--- config.mk ---
export PLATFORM = sky130hd
export DESIGN_NAME = memref_port_arbiter
export DESIGN_NICKNAME = d
export VERILOG_FILES = /design/src/rtl/memref_port_arbiter.sv
export SDC_FILE = /design/constraint.sdc
export NUM_CORES = 1
export LEC_CHECK = 0
export ABC_AREA = 1
export CAP_MARGIN = 20
export CORE_ASPECT_RATIO = 1.5
export CORE_MARGIN = 4
export CORE_UTILIZATION = 29
export CTS_BUF_LIST = sky130_fd_sc_hd__clkbuf_16
export DETAILED_ROUTE_END_ITERATION = 10
export GPL_TIMING_DRIVEN = 0
export PLACE_DENSITY_LB_ADDON = 0.15
export SYNTH_ARGS = -nofsm -noshare
export SYNTH_HDL_FRONTEND = slang
export SYNTH_SLANG_ARGS = --single-unit
--- constraint.sdc ---
create_clock -name clk -period 1 [get_ports clk]
set_input_delay 0.2 -clock clk [delete_from_list [all_inputs] [get_ports clk]]
set_output_delay 0.2 -clock clk [all_outputs]
set_load 0.1 [all_outputs]
--- src/rtl/memref_port_arbiter.sv ---
// Round-robin arbiter sharing one single-port memref (1-cycle read latency) among NUM_REQ
// requesters; registered command, in-order tagged responses. Optional grant lock: MEMREF_ARB_LOCK_EN.
module memref_port_arbiter #(
  parameter int NUM_REQ = 2,
  parameter int WIDTH   = 32,
  parameter int ADDR_W  = 6
) (
  input  logic                      clk,
  input  logic                      rst,
  input  logic [NUM_REQ-1:0]        req_valid,
  output logic [NUM_REQ-1:0]        req_ready,
  input  logic [NUM_REQ-1:0]        req_wr,
  input  logic [NUM_REQ*ADDR_W-1:0] req_addr,
  input  logic [NUM_REQ*WIDTH-1:0]  req_wdata,
  input  logic [NUM_REQ-1:0]        req_lock,
  output logic [NUM_REQ-1:0]        rsp_valid,
  output logic [WIDTH-1:0]          rsp_data,
  output logic [ADDR_W-1:0]         mem_addr,
  output logic                      mem_rd_en,
  output logic                      mem_wr_en,
  output logic [WIDTH-1:0]          mem_wr_data,
  input  logic [WIDTH-1:0]          mem_rd_data
);
  localparam int IDW    = (NUM_REQ > 1) ? $clog2(NUM_REQ) : 1;
  localparam int STAGES = 2;

  typedef enum logic [1:0] {IDLE, ACTIVE, LOCKED} state_t;

  state_t                              state;
  logic [IDW-1:0]                      rr_ptr;
  logic [IDW-1:0]                      gnt_id;
  logic                                gnt_any;
  logic                                rd_acc;
  logic [NUM_REQ-1:0][ADDR_W-1:0]      addr_a;
  logic [NUM_REQ-1:0][WIDTH-1:0]       wdata_a;
  logic [STAGES-1:0]                   vld_pipe;
  logic [STAGES-1:0][IDW-1:0]          id_pipe;

  genvar gi;
  generate
    for (gi = 0; gi < NUM_REQ; gi++) begin : g_unpack
      assign addr_a[gi]  = req_addr[gi*ADDR_W +: ADDR_W];
      assign wdata_a[gi] = req_wdata[gi*WIDTH +: WIDTH];
    end
  endgenerate

`ifdef MEMREF_ARB_LOCK_EN
  logic [IDW-1:0] owner;
`else
  logic unused_lock;
  assign unused_lock = ^req_lock;
`endif

  // Scan from the highest offset down so the requester closest to rr_ptr wins.
  always_comb begin
    gnt_any   = 1'b0;
    gnt_id    = '0;
    req_ready = '0;
`ifdef MEMREF_ARB_LOCK_EN
    if (state == LOCKED) begin
      gnt_any = req_valid[owner];
      gnt_id  = owner;
    end else
`endif
    for (int i = NUM_REQ - 1; i >= 0; i--) begin
      if (req_valid[(int'(rr_ptr) + i) % NUM_REQ]) begin
        gnt_any = 1'b1;
        gnt_id  = IDW'((int'(rr_ptr) + i) % NUM_REQ);
      end
    end
    if (!rst) gnt_any = 1'b0;
    req_ready[gnt_id] = gnt_any;
  end

  assign rd_acc = gnt_any & ~req_wr[gnt_id];

  always_ff @(posedge clk or negedge rst) begin
    if (!rst) begin
      state       <= IDLE;
      rr_ptr      <= '0;
      mem_addr    <= '0;
      mem_wr_data <= '0;
      mem_rd_en   <= 1'b0;
      mem_wr_en   <= 1'b0;
      vld_pipe    <= '0;
      id_pipe     <= '0;
`ifdef MEMREF_ARB_LOCK_EN
      owner       <= '0;
`endif
    end else begin
      mem_rd_en <= rd_acc;
      mem_wr_en <= gnt_any & req_wr[gnt_id];
      vld_pipe  <= {vld_pipe[STAGES-2:0], rd_acc};
      id_pipe   <= {id_pipe[STAGES-2:0], gnt_id};
      if (gnt_any) begin
        mem_addr    <= addr_a[gnt_id];
        mem_wr_data <= wdata_a[gnt_id];
        // While locked only the owner is granted, so this value is constant until release.
        rr_ptr      <= (gnt_id == IDW'(NUM_REQ - 1)) ? '0 : gnt_id + 1'b1;
`ifdef MEMREF_ARB_LOCK_EN
        if (req_lock[gnt_id]) begin
          state <= LOCKED;
          owner <= gnt_id;
        end else begin
          state <= ACTIVE;
        end
`else
        state <= ACTIVE;
`endif
      end else if (state != LOCKED) begin
        state <= IDLE;
      end
    end
  end

  always_comb begin
    rsp_valid = '0;
    rsp_valid[id_pipe[STAGES-1]] = vld_pipe[STAGES-1];
  end

  assign rsp_data = mem_rd_data;

endmodule
# --- Word level (Yosys, flattened, before mapping) ---
# Index checks and enable logic that the tools add are counted.
# Widths: inputs -> output; s select.
word_totals:
  ff_bits: 45
  inputBits: 116
  output_inout_bits: 76
op_classes:
  addsub: 2
  n_lt_le_gt_ge: 6
  muxes: 21
  bitwise_logic: 6
  reduce_logical: 2
op_table:
  columns: ["cell", "n"]
  rows:
  - ["$mux 32", 2]
  - ["$mux 1", 15]
  - ["$mux 6", 2]
  - ["$lt 1x2->1 const B", 3]
  - ["$and 2x2->2", 2]
  - ["$lt 2x3->1 const B", 1]
  - ["$add 1x1->1 const B", 2]
  - ["$and 1x1->1", 2]
  - ["$demux 1 s1", 2]
  - ["$ge 1x1->1 const B", 2]
  - ["$logic_and 1x1->1", 2]
  - ["$and 1x1->1 const A", 1]
  - ["$not 1->1", 1]

# --- Longest topological paths before layout ---
depth:
  word_depth: 12
  mapped_depth: 6
  depth_no_buf: 6

# --- Worst setup path before layout ---
# No wires, ideal clock.
synth_timing:
  path_type: "reg2out"
  from: "reg rr_ptr"
  to: "out req_ready[1]"
  t_arrival_ns: 1.969
  required_ns: 0.800
  setup_slack_ns: -1.169
  path_stages_with_launch: 6
  path_buffers: 1
  cell_sequence: "dfrtp_1 -> inv_1 -> nand2_1 -> nand2_1 -> buf_2 -> nor2_1"
synth_via:
  elab_chain_cells: 11
  elab_cells_between_ends: 17
  classes_between: "add/sub: 1; order compare: 2; mux: 12; bitwise: 1; reduce/logical: 1"
synth_lines:
  columns: ["item", "line", "text"]
  rows:
  - ["start, declared", "30", "logic [IDW-1:0] rr_ptr;"]
  - ["start signal, assigned", "99", "rr_ptr <= (gnt_id == IDW'(NUM_REQ - 1)) ? '0 : gnt_id + 1'b1;"]
  - ["$add 1x1->1", "66, 68", null]
  - ["$mux 1 (implied by the code) (3 in series)", "66", "if (req_valid[(int'(rr_ptr) + i) % NUM_REQ]) begin"]
  - ["$mux 1 (2 in series)", "66", null]
  - ["$lt 1x2->1 (implied by the code) / $ge 1x1->1 (equally long branches)", "72", "req_ready[gnt_id] = gnt_any;"]
  - ["$logic_and 1x1->1 (implied by the code)", "72", null]
  - ["$mux 1 (implied by the code)", "72", null]
  - ["$demux 1 s1", "72", null]
  - ["$and 2x2->2 (no line) *", null, null]
  - ["end, declared", "11", "output logic [NUM_REQ-1:0] req_ready,"]
# Mark *: on every way between the ends. The rest lies on a longest branch, timed or not. The select of a mux whose other input is x is not followed.

# --- Worst setup path after layout ---
# Same ends and word-level chain as after synthesis.

==> flow_metrics.py <==
metrics = {
    "sta": {
        "period_share_pct": 140,
        "worstMarginPinSlew_ns": 0.521,
        "setup_viol": 84,
        "drv_slew": 0,
        "fin_ws_ns": -0.400,
        "slew_headroom_pct": 65.3,
        "rsz0062_at_grt": "yes",
        "fmax_ghz": 0.714,
        "hold_viol_final": 0,
        "fin_skew_ns": 0.00493,
        "fin_crit_ns": 1.40,
    },
    "place": {
        "place_inst": 533,
        "port_buffers": 156,
        "gp_congestion": 0.766,
        "post-dp-hpwl_um": 6760,
        "placed_area_mm2": 0.00411,
    },
    "floorplan": {
        "die_area_mm2": 0.00947,
        "start_util_pct": 30.1,
        "die_w_um": 80.8,
        "fp-row-count": 39,
        "die_y_um": 117,
        "boundaryPins": 192,
        "core-area_mm2": 0.00766,
    },
    "global_routing": {
        "grt_max_degree": 24,
        "antenna_found_initial": 0,
        "grt_pass1_wl_um": 14500,
        "overflow": 0,
        "grt_pass1_vias": 2900,
        "track_usage_pct": 20.2,
    },
    "setup_path": {
        "cp-startpoint": "rr_ptr",
        "path_max_fanout": 3,
        "crit_arrival_ns": 1.20,
        "setup.worst_path.class": "reg -> out",
        "critical_path_required_ns": 0.80,
        "r2r-start": "rr_ptr",
        "cp-end-kind": "output pin",
        "worst_setup_path_start_kind": "flop",
        "r2r_slack_ns": -0.31,
    },
    "status": {
        "status": "finished with violations",
        "violations": "setup timing",
    },
    "flow_run": {
        "cap_violations": 0,
    },
    "drt": {
        "drtIter0Drc": 115,
        "drc": 0,
        "ant_nets": 0,
        "drt_wl_total_um": 9910,
        "avgRoutedWirePerCell_um": 17.6,
        "vias": 2766,
        "vias_per_cell": 4.92,
        "dr.pass1.iters": 4,
    },
    "cells_and_area": {
        "layoutNonFillerInstCount": 562,
        "num_antenna_cells": 0,
        "post-route-cell-area_mm2": 0.00515,
        "drive_gt1_share_pct": 54.8,
        "fin_nets": 575,
        "syn_to_final_growth_pct": 123,
    },
    "clock_network": {
        "cts_htree_levels": 2,
        "clock_sinks": 44,
        "tritoncts": "yes",
        "cts_buffers": 5,
        "clk_latency_ns": 0.28,
        "root_buffer": "clkbuf_16",
        "clock_path_buffers": 2,
        "path_clk_slew_ns": 0.06,
    },
    "synthesis": {
        "synth.area.mux_share_pct": 0,
        "synth.area.top_cells": "dfrtp_1 (48%), nand3_1 (17%), buf_4 (10%), nand4_1 (10%), nand2_1 (7.2%)",
        "yosysTopAreaCell": "dfrtp_1",
        "synth_compound_area_share_pct": 0.651,
        "synth_enable_flop_cells": 0,
        "ys_seq_area_share_pct": 47.8,
        "synth_area_mm2": 0.00230,
        "synth_top_family_by_area": "simple AND/OR/NAND/NOR gates",
        "ys_types": 13,
        "synth_ff_type": "dfrtp_1",
        "ys_seq_elements": 44,
        "ys_warn_count": 0,
        "synthMostInstantiatedCell": "nand3_1",
        "synthCells": 274,
        "async_reset_ff_share_pct": 100,
        "synthTopCellsByCount": "nand3_1 (77), dfrtp_1 (44), nand2_1 (44)",
        "synth_xor_area_share_pct": 0,
        "syn-mean-instance-area_um2": 8.41,
        "synth_top_cell_area_share_pct": 47.8,
        "syn_nets": 390,
        "synthAdderAreaFrac_pct": 0,
        "yosys.area_share.simple_pct": 35.0,
    },
    "pwr": {
        "p_per_area_mw_per_mm2": 1730,
        "irDropWorstVdd_uv": 986,
        "power.leakage_nw": 2.32,
        "fin_total_pwr_mw": 8.92,
    },
    "hold_path": {
        "hp-start": "req_valid[1]",
        "holdCritPathClass": "in -> reg",
    },
}
[cells by family (layout without fill, tap and decap cells)]
family,Yosys count,after routing
and+or+nand+nor,164,164
buffers and inverters,63,249
DFF,44,44
AOI/OAI and AO/OA,3,3
[worst paths after layout]
path / to / depth (start not counted)
setup / recovery: req_ready[1] / 6
hold / removal: rr_ptr / 4
setup reg to reg: mem_addr[5] / 9
hold reg to reg: id_pipe[1] / 0
max in group asynchronous: mem_wr_data[11] / 3
min in group asynchronous: mem_wr_data[17] / 3
[cell type report]
| class | count | area (um^2) |
|---|---|---|
| Fill cell | 661 | 2510 |
| Timing Repair Buffer | 178 | 2130 |
| Sequential cell | 44 | 1150 |
| Multi-Input combinational cell | 167 | 1120 |
| Buffer | 57 | 459 |
| Tap cell | 102 | 128 |
| Clock buffer | 5 | 125 |
| Inverter | 6 | 30.0 |
| Clock inverter | 3 | 11.3 |
[registers in the layout, indices dropped and copies added, names as in the netlist]
| name | flops |
|---|---|
| mem_wr_en | 1 |
| mem_wr_data | 32 |
| rr_ptr | 1 |
| mem_addr | 6 |
| id_pipe | 2 |
| vld_pipe | 2 |
[where the power goes]
part           switching [mW]  total [mW]  leakage [nW]  internal, mW
Clock                   0.659        1.56        0.0738         0.900
Sequential              0.266        2.35         0.490          2.08
Combinational            3.19        5.01          1.76          1.82
Total                    4.12        8.92          2.32          4.80
[through the flow]
stage	hold slack [ns]	util (%)	TNS [ns]	setup WS, ns
floorplan	-0.0956	-	-1.42	-0.325
global placement	0.336	53.4	-234.51	-3.49
finish	0.346	67.2	-12.34	-0.400
global route	0.376	67.2	-15.55	-0.444
detailed placement	0.237	53.6	-84.12	-2.01
CTS	0.319	60.3	-15.89	-0.398
[metal layers]
metal | track usage, % | routed length [um] | up-vias | part of all wire [%]
met2 | 37.0 | 5300 | 149 | 53
met1 | 21.7 | 3390 | 1306 | 34
met3 | 4.90 | 904 | 18 | 9.1
met4 | 8.68 | 315 | 0 | 3.2
met5 | 0 | 0 | - | 0
li1 | - | - | 1293 | -
[critical path, cell delays in order (launching register included)]
cell,delay [ns]
dfrtp_1,0.34
inv_2,0.05
nand2_4,0.06
nand2_4,0.06
buf_8,0.13
nor2_4,0.10
buf_12,0.18
[repair_timing]
action                                 4_1_cts  5_1_grt
endpoints found under the hold margin       32        0
hold buffers                                 3        0
gates resized for setup                    530      111
pin swaps                                   12       19
setup endpoints to repair                  117       86
gates cloned                                 5        1
setup buffers                               11        5
[cell usage in the layout (no fill, tap or decap), drive strengths merged, types with 2 or more instances in the layout]
cell	Yosys	final
nor2	5	5
buf	52	146
inv	6	6
nand3	77	77
nand4	38	38
nand2	44	44
o21ai	2	2
dfrtp	44	44
clkbuf	5	12
dlygate4sd3	0	2
clkinvlp	0	2
clkdlybuf4s50	0	78
Power figures use the tool's default switching activity.
